<file path="config.mk">
export PLATFORM = sky130hd
export DESIGN_NAME = multi_cycle_ctrl
export DESIGN_NICKNAME = d
export VERILOG_FILES = /design/src/rtl/multi_cycle_ctrl.sv
export SDC_FILE = /design/constraint.sdc
export NUM_CORES = 1
export LEC_CHECK = 0
export BUFFER_PORTS_ARGS = -buffer_cell sky130_fd_sc_hd__buf_2
export CAP_MARGIN = 30
export CORE_UTILIZATION = 30
export CTS_CLUSTER_DIAMETER = 30
export CTS_CLUSTER_SIZE = 12
export DETAILED_ROUTE_END_ITERATION = 6
export GPL_TIMING_DRIVEN = 0
export MAX_ROUTING_LAYER = met4
export PLACE_DENSITY = 0.6
export SYNTH_ARGS = -nofsm -noshare
export SYNTH_HDL_FRONTEND = slang
export SYNTH_SLANG_ARGS = --single-unit
</file>
<file path="constraint.sdc">
create_clock -name clk_i -period 2.2 [get_ports clk_i]
set_input_delay 0.11 -clock clk_i [delete_from_list [all_inputs] [get_ports clk_i]]
set_output_delay 0.11 -clock clk_i [all_outputs]
set_load 0.02 [all_outputs]
</file>
<file path="src/rtl/multi_cycle_ctrl.sv">
// Main control FSM for a multi-cycle MIPS datapath: sequences fetch/decode/execute/mem/writeback,
// stalls on the memory handshake, counts cycles and retired instructions, halts on illegal opcodes.
module multi_cycle_ctrl #(
  parameter int unsigned CNT_W = 32
) (
  input  logic             clk_i,
  input  logic             rst_i,
  input  logic [5:0]       op_i,
  input  logic             zero_i,
  input  logic             mem_ready_i,
  output logic             iord_o,
  output logic             mem_read_o,
  output logic             mem_write_o,
  output logic             ir_write_o,
  output logic             reg_dst_o,
  output logic             mem_to_reg_o,
  output logic             reg_write_o,
  output logic             alu_src_a_o,
  output logic [1:0]       alu_src_b_o,
  output logic [2:0]       alu_op_o,
  output logic [1:0]       pc_src_o,
  output logic             pc_en_o,
  output logic             retire_o,
  output logic             halted_o,
  output logic [CNT_W-1:0] cycle_cnt_o,
  output logic [CNT_W-1:0] retired_cnt_o
);

  localparam logic [5:0] OpR    = 6'b000000;
  localparam logic [5:0] OpLw   = 6'b100011;
  localparam logic [5:0] OpSw   = 6'b101011;
  localparam logic [5:0] OpBeq  = 6'b000100;
  localparam logic [5:0] OpBne  = 6'b000101;
  localparam logic [5:0] OpAddi = 6'b001000;
  localparam logic [5:0] OpSlti = 6'b001010;
  localparam logic [5:0] OpJ    = 6'b000010;

  typedef enum logic [3:0] {
    StFetch, StDecode, StMemAddr, StMemRead, StMemWb, StMemWrite, StRExec,
    StRWb, StIExec, StIWb, StBranch, StJump, StHalt
  } state_e;

  state_e           state_q, state_d;
  logic [CNT_W-1:0] cycle_cnt_q, retired_cnt_q;

  always_ff @(posedge clk_i or negedge rst_i) begin
    if (!rst_i) begin
      state_q <= StFetch;
    end else begin
      state_q <= state_d;
    end
  end

  always_ff @(posedge clk_i or negedge rst_i) begin
    if (!rst_i) begin
      cycle_cnt_q   <= '0;
      retired_cnt_q <= '0;
    end else begin
      if (state_q != StHalt) cycle_cnt_q <= cycle_cnt_q + CNT_W'(1);
      if (retire_o) retired_cnt_q <= retired_cnt_q + CNT_W'(1);
    end
  end

  always_comb begin
    state_d = state_q;
    unique case (state_q)
      StFetch:    if (mem_ready_i) state_d = StDecode;
      StDecode: begin
        unique case (op_i)
          OpLw, OpSw:     state_d = StMemAddr;
          OpR:            state_d = StRExec;
          OpAddi, OpSlti: state_d = StIExec;
          OpBeq, OpBne:   state_d = StBranch;
          OpJ:            state_d = StJump;
          default:        state_d = StHalt;
        endcase
      end
      StMemAddr:  state_d = (op_i == OpLw) ? StMemRead : StMemWrite;
      StMemRead:  if (mem_ready_i) state_d = StMemWb;
      StMemWb:    state_d = StFetch;
      StMemWrite: if (mem_ready_i) state_d = StFetch;
      StRExec:    state_d = StRWb;
      StRWb:      state_d = StFetch;
      StIExec:    state_d = StIWb;
      StIWb:      state_d = StFetch;
      StBranch:   state_d = StFetch;
      StJump:     state_d = StFetch;
      StHalt:     state_d = StHalt;
      default:    state_d = StFetch;
    endcase
  end

  // Outputs are forced idle while reset is held so an in-flight write strobe drops at once.
  always_comb begin
    iord_o       = 1'b0;
    mem_read_o   = 1'b0;
    mem_write_o  = 1'b0;
    ir_write_o   = 1'b0;
    reg_dst_o    = 1'b0;
    mem_to_reg_o = 1'b0;
    reg_write_o  = 1'b0;
    alu_src_a_o  = 1'b0;
    alu_src_b_o  = 2'b00;
    alu_op_o     = 3'b000;
    pc_src_o     = 2'b00;
    pc_en_o      = 1'b0;
    retire_o     = 1'b0;
    halted_o     = 1'b0;
    if (rst_i) begin
      unique case (state_q)
        StFetch: begin
          mem_read_o  = 1'b1;
          alu_src_b_o = 2'b01;
          ir_write_o  = mem_ready_i;
          pc_en_o     = mem_ready_i;
        end
        StDecode:  alu_src_b_o = 2'b11;
        StMemAddr: begin
          alu_src_a_o = 1'b1;
          alu_src_b_o = 2'b10;
        end
        StMemRead: begin
          iord_o     = 1'b1;
          mem_read_o = 1'b1;
        end
        StMemWb: begin
          mem_to_reg_o = 1'b1;
          reg_write_o  = 1'b1;
          retire_o     = 1'b1;
        end
        StMemWrite: begin
          iord_o      = 1'b1;
          mem_write_o = 1'b1;
          retire_o    = mem_ready_i;
        end
        StRExec: begin
          alu_src_a_o = 1'b1;
          alu_op_o    = 3'b010;
        end
        StRWb: begin
          reg_dst_o   = 1'b1;
          reg_write_o = 1'b1;
          retire_o    = 1'b1;
        end
        StIExec: begin
          alu_src_a_o = 1'b1;
          alu_src_b_o = 2'b10;
          alu_op_o    = (op_i == OpSlti) ? 3'b011 : 3'b000;
        end
        StIWb: begin
          reg_write_o = 1'b1;
          retire_o    = 1'b1;
        end
        StBranch: begin
          alu_src_a_o = 1'b1;
          alu_op_o    = 3'b001;
          pc_src_o    = 2'b01;
          pc_en_o     = (op_i == OpBne) ? ~zero_i : zero_i;
          retire_o    = 1'b1;
        end
        StJump: begin
          pc_src_o = 2'b10;
          pc_en_o  = 1'b1;
          retire_o = 1'b1;
        end
        StHalt:  halted_o = 1'b1;
        default: ;
      endcase
    end
  end

  assign cycle_cnt_o   = cycle_cnt_q;
  assign retired_cnt_o = retired_cnt_q;

endmodule

</file>
==> impl_metrics.env, run 1 <==
export IMPL_synthesis_area_sq_um=3747
export IMPL_cts_made_buffers=9
export IMPL_utilization=0.3887
export IMPL_globalplace_congestion=0.8611
export IMPL_drive_gt1_frac=0.2775
export IMPL_clock_power_share=0.311
export IMPL_drc=0
export IMPL_cellPowerDensity_nw_per_um2=951.6
export IMPL_setup_viol=0
export IMPL_async_reset_ff_frac=1.000
export IMPL_die_w_microns=113.8
export IMPL_clock_sinks=68
export IMPL_synth_cells=367
export IMPL_status="complete, but fails checks"
export IMPL_start_kind="register"
export IMPL_failed_checks="hold timing"
export IMPL_dp_cells=625
export IMPL_antenna_found_initial=0
export IMPL_ant_nets=0
export IMPL_crit_family="simple AND/OR/NAND/NOR gates"
export IMPL_core_rowCount=40
export IMPL_grt_pass1_wl_mm=14.55
export IMPL_clk_pin_slew_worst_paths_ns=0.05
export IMPL_fin_skew_ns=0.006050
export IMPL_yosysSeqAreaShare=0.4541
export IMPL_fp_dieH_microns=113.8
export IMPL_ir_drop_uv=344.7
export IMPL_path_common_cell="buf_2"
export IMPL_drt_wl_total_mm=8.849
export IMPL_drt_iter0_markers=235
export IMPL_synthTopCellsByArea="dfrtp_1 (45%), xor2_1 (11%), xnor2_1 (3.7%)"
export IMPL_timing_rr_end="retired_cnt_o[22]$_DFFE_PN0P_"
export IMPL_power_switching_mw=1.673
export IMPL_maxSlewViolCount=0
export IMPL_intPower_mw=2.807
export IMPL_critPathKind="register to output port"
export IMPL_fin_cells=640
export IMPL_clock_latency_ns=0.32
export IMPL_p_leak_nw=2.352
export IMPL_hpwl_mm=6.307
export IMPL_dr_pass1_iters=4
export IMPL_grt_usage=0.1465
export IMPL_rsz0062_at_grt="no"
export IMPL_ys_warn_count=0
export IMPL_fmax_mhz=509.3
export IMPL_core_sq_um=12110
export IMPL_setup_ws_ns=0.2366
export IMPL_worst_path_buf_inv=2
export IMPL_grt_pass1_vias=2972
export IMPL_htree_num_levels=3
export IMPL_viasPerCell=4.963
export IMPL_dieArea_sq_um=12940
export IMPL_fin_crit_ns=1.963
export IMPL_cts_tree="yes"
export IMPL_synth_avg_cell_area_sq_um=10.21
export IMPL_area_growth_pct=25.64
export IMPL_max_slew_margin=0.4714
export IMPL_root_buffer="clkbuf_16"
export IMPL_cp_slowest_stage_delay_ns=0.39
export IMPL_clock_path_buffers=2
export IMPL_fin_area_sq_um=4708
export IMPL_hold_path_class="primary input to asynchronous set/reset pin"
export IMPL_required_ns=2.09
export IMPL_seqPwrFrac=0.367
export IMPL_post_place_ws_ns=-0.3711
export IMPL_overflow=0
export IMPL_finalHoldViolCount=68
export IMPL_io_buffer_count=90
export IMPL_synth_seq_cells=68
export IMPL_swShare=0.3734
export IMPL_io_pins=92
export IMPL_vias=3176
export IMPL_place_area_sq_um=4410
export IMPL_synth_edf_count=0
export IMPL_endpoint_kind="output port"
export IMPL_synth_top_cell_area_share=0.4541
export IMPL_final_nets=480
export IMPL_cap_violations=0
export IMPL_start_util=0.3094
export IMPL_reg2regPathDepth=5
export IMPL_routedWlPerCell_microns=13.83
export IMPL_holdWs_ns=-0.3351
export IMPL_crit_path_max_fanout=9
export IMPL_ys_types=51
export IMPL_crit_chain="buf_2, nor3b_1, o32a_1, nor2_1, buf_2"
export IMPL_r2r_start="retired_cnt_o[0]$_DFFE_PN0P_"
export IMPL_arrival_ns=1.85
export IMPL_ys_flop_type="dfrtp_1"
export IMPL_worstMarginPinSlew_ns=0.7857
export IMPL_fin_crit_sh=0.8924
export IMPL_fin_tns_setup_ns=0
export IMPL_num_antenna_cells=0
export IMPL_r2r_setup_slack_ns=0.24
export IMPL_power_total_mw=4.480
export IMPL_synth_top_area_cell="dfrtp_1"
export IMPL_worst_path_max_delay_cell="o32a_1"
export IMPL_synth_nets=379
export IMPL_grt_max_degree=71
export IMPL_comb_power_share=0.322
-- flip-flops by register name (all words and copies together) (netlist names) --
name and flops:
state_q 4, retired_cnt_o 32, cycle_cnt_o 32
-- cell families after synthesis --
kind of cell / Yosys count / share of synthesized area
compound gates: 23 / 0.04341
xor+xnor: 64 / 0.1496
fa+ha+maj: 2 / 0.006677
buf+inv: 20 / 0.02738
flops: 68 / 0.4541
mux: 2 / 0.005676
other cells: 1 / 0.001001
simple gates: 187 / 0.3122
-- cell type report --
class                   count  area [sq um]
multi-input cells         279          1943
inverters                   3         11.26
fillers                  1237          7403
clock buffers              13         250.2
clock inverters             2         35.03
well taps                 168         210.2
repair buffers             90         465.4
flip-flops and latches     68          1702
plain buffers              17         91.34
-- worst max-delay path by stage --
stage | start | end | slack [ns] | depth (start not counted)
2_1_floorplan | state_q[1]$_DFFE_PN0P_ | retired_cnt_o[1]$_DFFE_PN0P_ | 0.30 | 5
3_3_place_gp | rst_i | retired_cnt_o[22]$_DFFE_PN0P_ | -0.86 | 6
3_5_place_dp | rst_i | retired_cnt_o[22]$_DFFE_PN0P_ | -0.37 | 6
4_1_cts | rst_i | pc_en_o | 0.1 | 7
5_1_grt | retired_cnt_o[0]$_DFFE_PN0P_ | retired_cnt_o[20]$_DFFE_PN0P_ | 0.05 | 5
6_report | state_q[0]$_DFFE_PN0P_ | retire_o | 0.24 | 5
-- cells in the mapped netlist (6+ instances only) --
library cell,instances
a21oi_1,6
and3_1,11
and4_1,6
buf_2,7
clkbuf_1,7
dfrtp_1,68
nand2_1,30
nand2b_1,9
nand3_1,21
nand4_1,16
nor2_1,17
nor3_1,21
nor4_1,17
nor4_2,10
xnor2_1,16
xor2_1,48
-- per-layer routing --
layer / GRT usage / wire, microns
met1: 0.2001 / 4442
met2: 0.2110 / 3858
met3: 0.03135 / 435
met4: 0.05702 / 112
met5: - / 0
-- layout by cell type, fill, tap and decap left out, types with 2 or more instances in the layout --
master     netlist  final
clkbuf_1         7     10
nor4_2          10     10
nand3b_1         2      2
buf_6            2      2
and2_1           3      3
nand4_1         16     16
xnor2_1         16     16
nand2b_1         9      9
xor2_1          48     48
a21oi_1          6      6
nor3b_1          3      3
or4_1            2      2
ha_1             2      2
o311ai_0         2      2
nor4b_2          2      2
nor3b_2          2      2
nor3_1          21     21
dfrtp_1         68     68
and3_1          11     11
buf_2            7     96
o31a_1           3      3
nand2_1         30     30
nor2_1          17     17
nor4_1          17     17
o21ai_0          3      3
nor2b_1          4      4
inv_1            3      3
or3_1            2      2
clkbuf_16        0      9
o221ai_1         2      2
nand3_1         21     21
and4_1           6      6
-- repair_timing --
action,4_1_cts,5_1_grt
setup buffers,0,0
pin swaps,0,0
gates resized for setup,2,1
hold endpoints to repair,68,68
endpoints found under the setup margin,5,1
-- power by group through the flow --
stage / clock network [mW] / logic (mW) / registers (mW)
after floorplan: 0 / 0.831 / 1.79
after global placement: 0 / 1.43 / 1.65
after detailed placement: 0 / 1.44 / 1.66
after CTS: 1.43 / 1.45 / 1.64
after global routing: 1.48 / 1.58 / 1.68
final: 1.39 / 1.44 / 1.64
Note: power is estimated with default switching activity, not from simulation.
==> run 2: changes to the inputs <==
Settings changed: REMOVE_ABC_BUFFERS set to 1.
==> run 2 against run 1 <==
Compared with the run above: the flow now finishes without violations; maximum frequency down 6.0%; clock-buffer cell count fell by 2; utilization rose by 0.36 points; sequential share of layout area fell by 0.23 points; sequential power grew 5%; critical path depth decreased by 1; die area unchanged; routed wire length increased by 3.5%; total power hardly changed; hold slack gained 0.37 ns; largest power group unchanged.
==> impl_metrics.env, run 2 (synthesized netlist as in run 1, its figures left out) <==
export IMPL_hold_path_class="primary input to register"
export IMPL_routed_wl_met3_microns=389
export IMPL_num_antenna_cells=0
export IMPL_top_layer="met4"
export IMPL_overflow=0
export IMPL_status="finished, final reports clean"
export IMPL_hpwl_mm=6.047
export IMPL_p_leak_nw=2.351
export IMPL_cts_tree="yes"
export IMPL_wl_met1_mm=4.664
export IMPL_final_common_cell="buf_2"
export IMPL_fin_crit_ns=2.089
export IMPL_worst_path_buf_inv=1
export IMPL_htree_num_levels=3
export IMPL_core_sq_um=12110
export IMPL_start_kind="register"
export IMPL_io_buffer_count=90
export IMPL_endpoint_kind="output port"
export IMPL_grt_pass1_vias=2895
export IMPL_clock_power_share=0.307
export IMPL_fp_dieH_microns=113.8
export IMPL_seqPwrFrac=0.387
export IMPL_dr_pass1_iters=4
export IMPL_post_place_ws_ns=-0.1584
export IMPL_rsz0062_at_grt="no"
export IMPL_max_slew_margin=0.4729
export IMPL_cts_made_buffers=9
export IMPL_worstMarginPinSlew_ns=0.7834
export IMPL_clk_pin_slew_worst_paths_ns=0.05
export IMPL_clock_path_buffers=2
export IMPL_cap_violations=0
export IMPL_crit_family="flip-flops"
export IMPL_fmax_mhz=478.8
export IMPL_swShare=0.3814
export IMPL_grt_pass1_wl_mm=14.86
export IMPL_final_nets=470
export IMPL_ir_drop_uv=368.6
export IMPL_worst_path_max_delay_cell="dfrtp_2"
export IMPL_cellPowerDensity_nw_per_um2=942.1
export IMPL_wl_met2_mm=3.948
export IMPL_core_rowCount=40
export IMPL_io_pins=92
export IMPL_ant_nets=0
export IMPL_comb_power_share=0.306
export IMPL_required_ns=2.09
export IMPL_fin_tns_setup_ns=0
export IMPL_fin_skew_ns=0.004698
export IMPL_hp_start="op_i[4]"
export IMPL_clock_sinks=68
export IMPL_dp_cells=609
export IMPL_setup_ws_ns=0.1113
export IMPL_dieArea_sq_um=12940
export IMPL_crit_chain="nor2b_1, o32a_4, nor2_2, buf_2"
export IMPL_intPower_mw=2.770
export IMPL_crit_path_max_fanout=19
export IMPL_grt_max_degree=45
export IMPL_r2r_setup_slack_ns=0.15
export IMPL_layout_common_cells="buf_2 (89), dfrtp_1 (64), xor2_1 (48)"
export IMPL_drt_iter0_markers=122
export IMPL_timing_rr_end="retired_cnt_o[18]$_DFFE_PN0P_"
export IMPL_whs_path_depth=2
export IMPL_antenna_found_initial=0
export IMPL_drt_wl_total_mm=9.159
export IMPL_globalplace_congestion=0.8322
export IMPL_root_buffer="clkbuf_16"
export IMPL_area_growth_pct=26.81
export IMPL_drc=0
export IMPL_power_switching_mw=1.707
export IMPL_maxSlewViolCount=0
export IMPL_hold_path_end="state_q[1]$_DFFE_PN0P_"
export IMPL_r2r_start="retired_cnt_o[0]$_DFFE_PN0P_"
export IMPL_viasPerCell=4.965
export IMPL_drive_gt1_frac=0.2950
export IMPL_setup_viol=0
export IMPL_cp_slowest_stage_delay_ns=0.52
export IMPL_reg2regPathDepth=5
export IMPL_vias=3123
export IMPL_start_util=0.3094
export IMPL_critPathKind="register to output port"
export IMPL_clock_latency_ns=0.32
export IMPL_finalHoldViolCount=0
export IMPL_fin_cells=629
export IMPL_fin_crit_sh=0.9494
export IMPL_arrival_ns=1.98
export IMPL_die_w_microns=113.8
export IMPL_grt_usage=0.1513
export IMPL_routedWlPerCell_microns=14.56
-- run 2: changes by cell type in the layout (fill, tap and decap cells not counted), moves of 2 or more --
cell	before	now
buf_16	0	2
buf_2	96	89
buf_6	2	0
clkbuf_1	10	2
dfrtp_1	68	64
dfrtp_2	0	4
dlygate4sd3_1	0	2
nand2b_1	9	7
nand2b_2	0	2
-- run 2: layer usage --
metal,GRT usage,vias to the layer above
met5,-,-
met4,0.05351,0
met3,0.03985,13
met2,0.2154,72
met1,0.2060,1522
li1,-,1516
-- run 2: worst max path at each step --
| stage | slack (ns) | end | from | depth (start not counted) |
|---|---|---|---|---|
| floorplan | -0.45 | retired_cnt_o[1]$_DFFE_PN0P_ | state_q[1]$_DFFE_PN0P_ | 4 |
| global placement | -0.91 | retired_cnt_o[1]$_DFFE_PN0P_ | rst_i | 4 |
| detailed placement | -0.16 | retired_cnt_o[1]$_DFFE_PN0P_ | state_q[0]$_DFFE_PN0P_ | 4 |
| CTS | 0.05 | retire_o | state_q[3]$_DFFE_PN0P_ | 4 |
| global route | 0.005 | retire_o | state_q[0]$_DFFE_PN0P_ | 4 |
| finish | 0.11 | retire_o | state_q[1]$_DFFE_PN0P_ | 4 |
-- run 2: area by class of cell --
cell class	count	area, sq um
clock buffers	11	232.7
fillers	1243	7360
clock inverters	3	40.04
well taps	168	210.2
multi-input cells	280	1983
flip-flops and latches	68	1707
repair buffers	96	568.0
inverters	3	11.26
-- run 2: per-stage QoR --
stage	power [mW]	instance area, sq um	util	hold WS, ns
after global placement	2.990	4317	0.3564	0.3665
final	4.477	4752	0.3924	0.03816
after global routing	4.734	4752	0.3924	0.04214
after floorplan	2.545	3656	-	-0.1856
after detailed placement	3.022	4348	0.3590	0.05063
after CTS	4.518	4743	0.3916	0.01972
-- run 2: power groups by stage --
stage | clock, mW | combinational [mW] | sequential [mW]
3_3_place_gp | 0 | 1.26 | 1.73
5_1_grt | 1.47 | 1.49 | 1.77
6_report | 1.37 | 1.37 | 1.73
4_1_cts | 1.41 | 1.38 | 1.73
2_1_floorplan | 0 | 0.707 | 1.84
3_5_place_dp | 0 | 1.28 | 1.74
-- run 2: what timing repair did --
item,CTS,global route
setup buffers,0,0
resized for setup,7,3
setup endpoints to repair,22,2
cloned,1,0
pin swaps,1,1
hold buffers,5,0
hold endpoints to repair,24,0
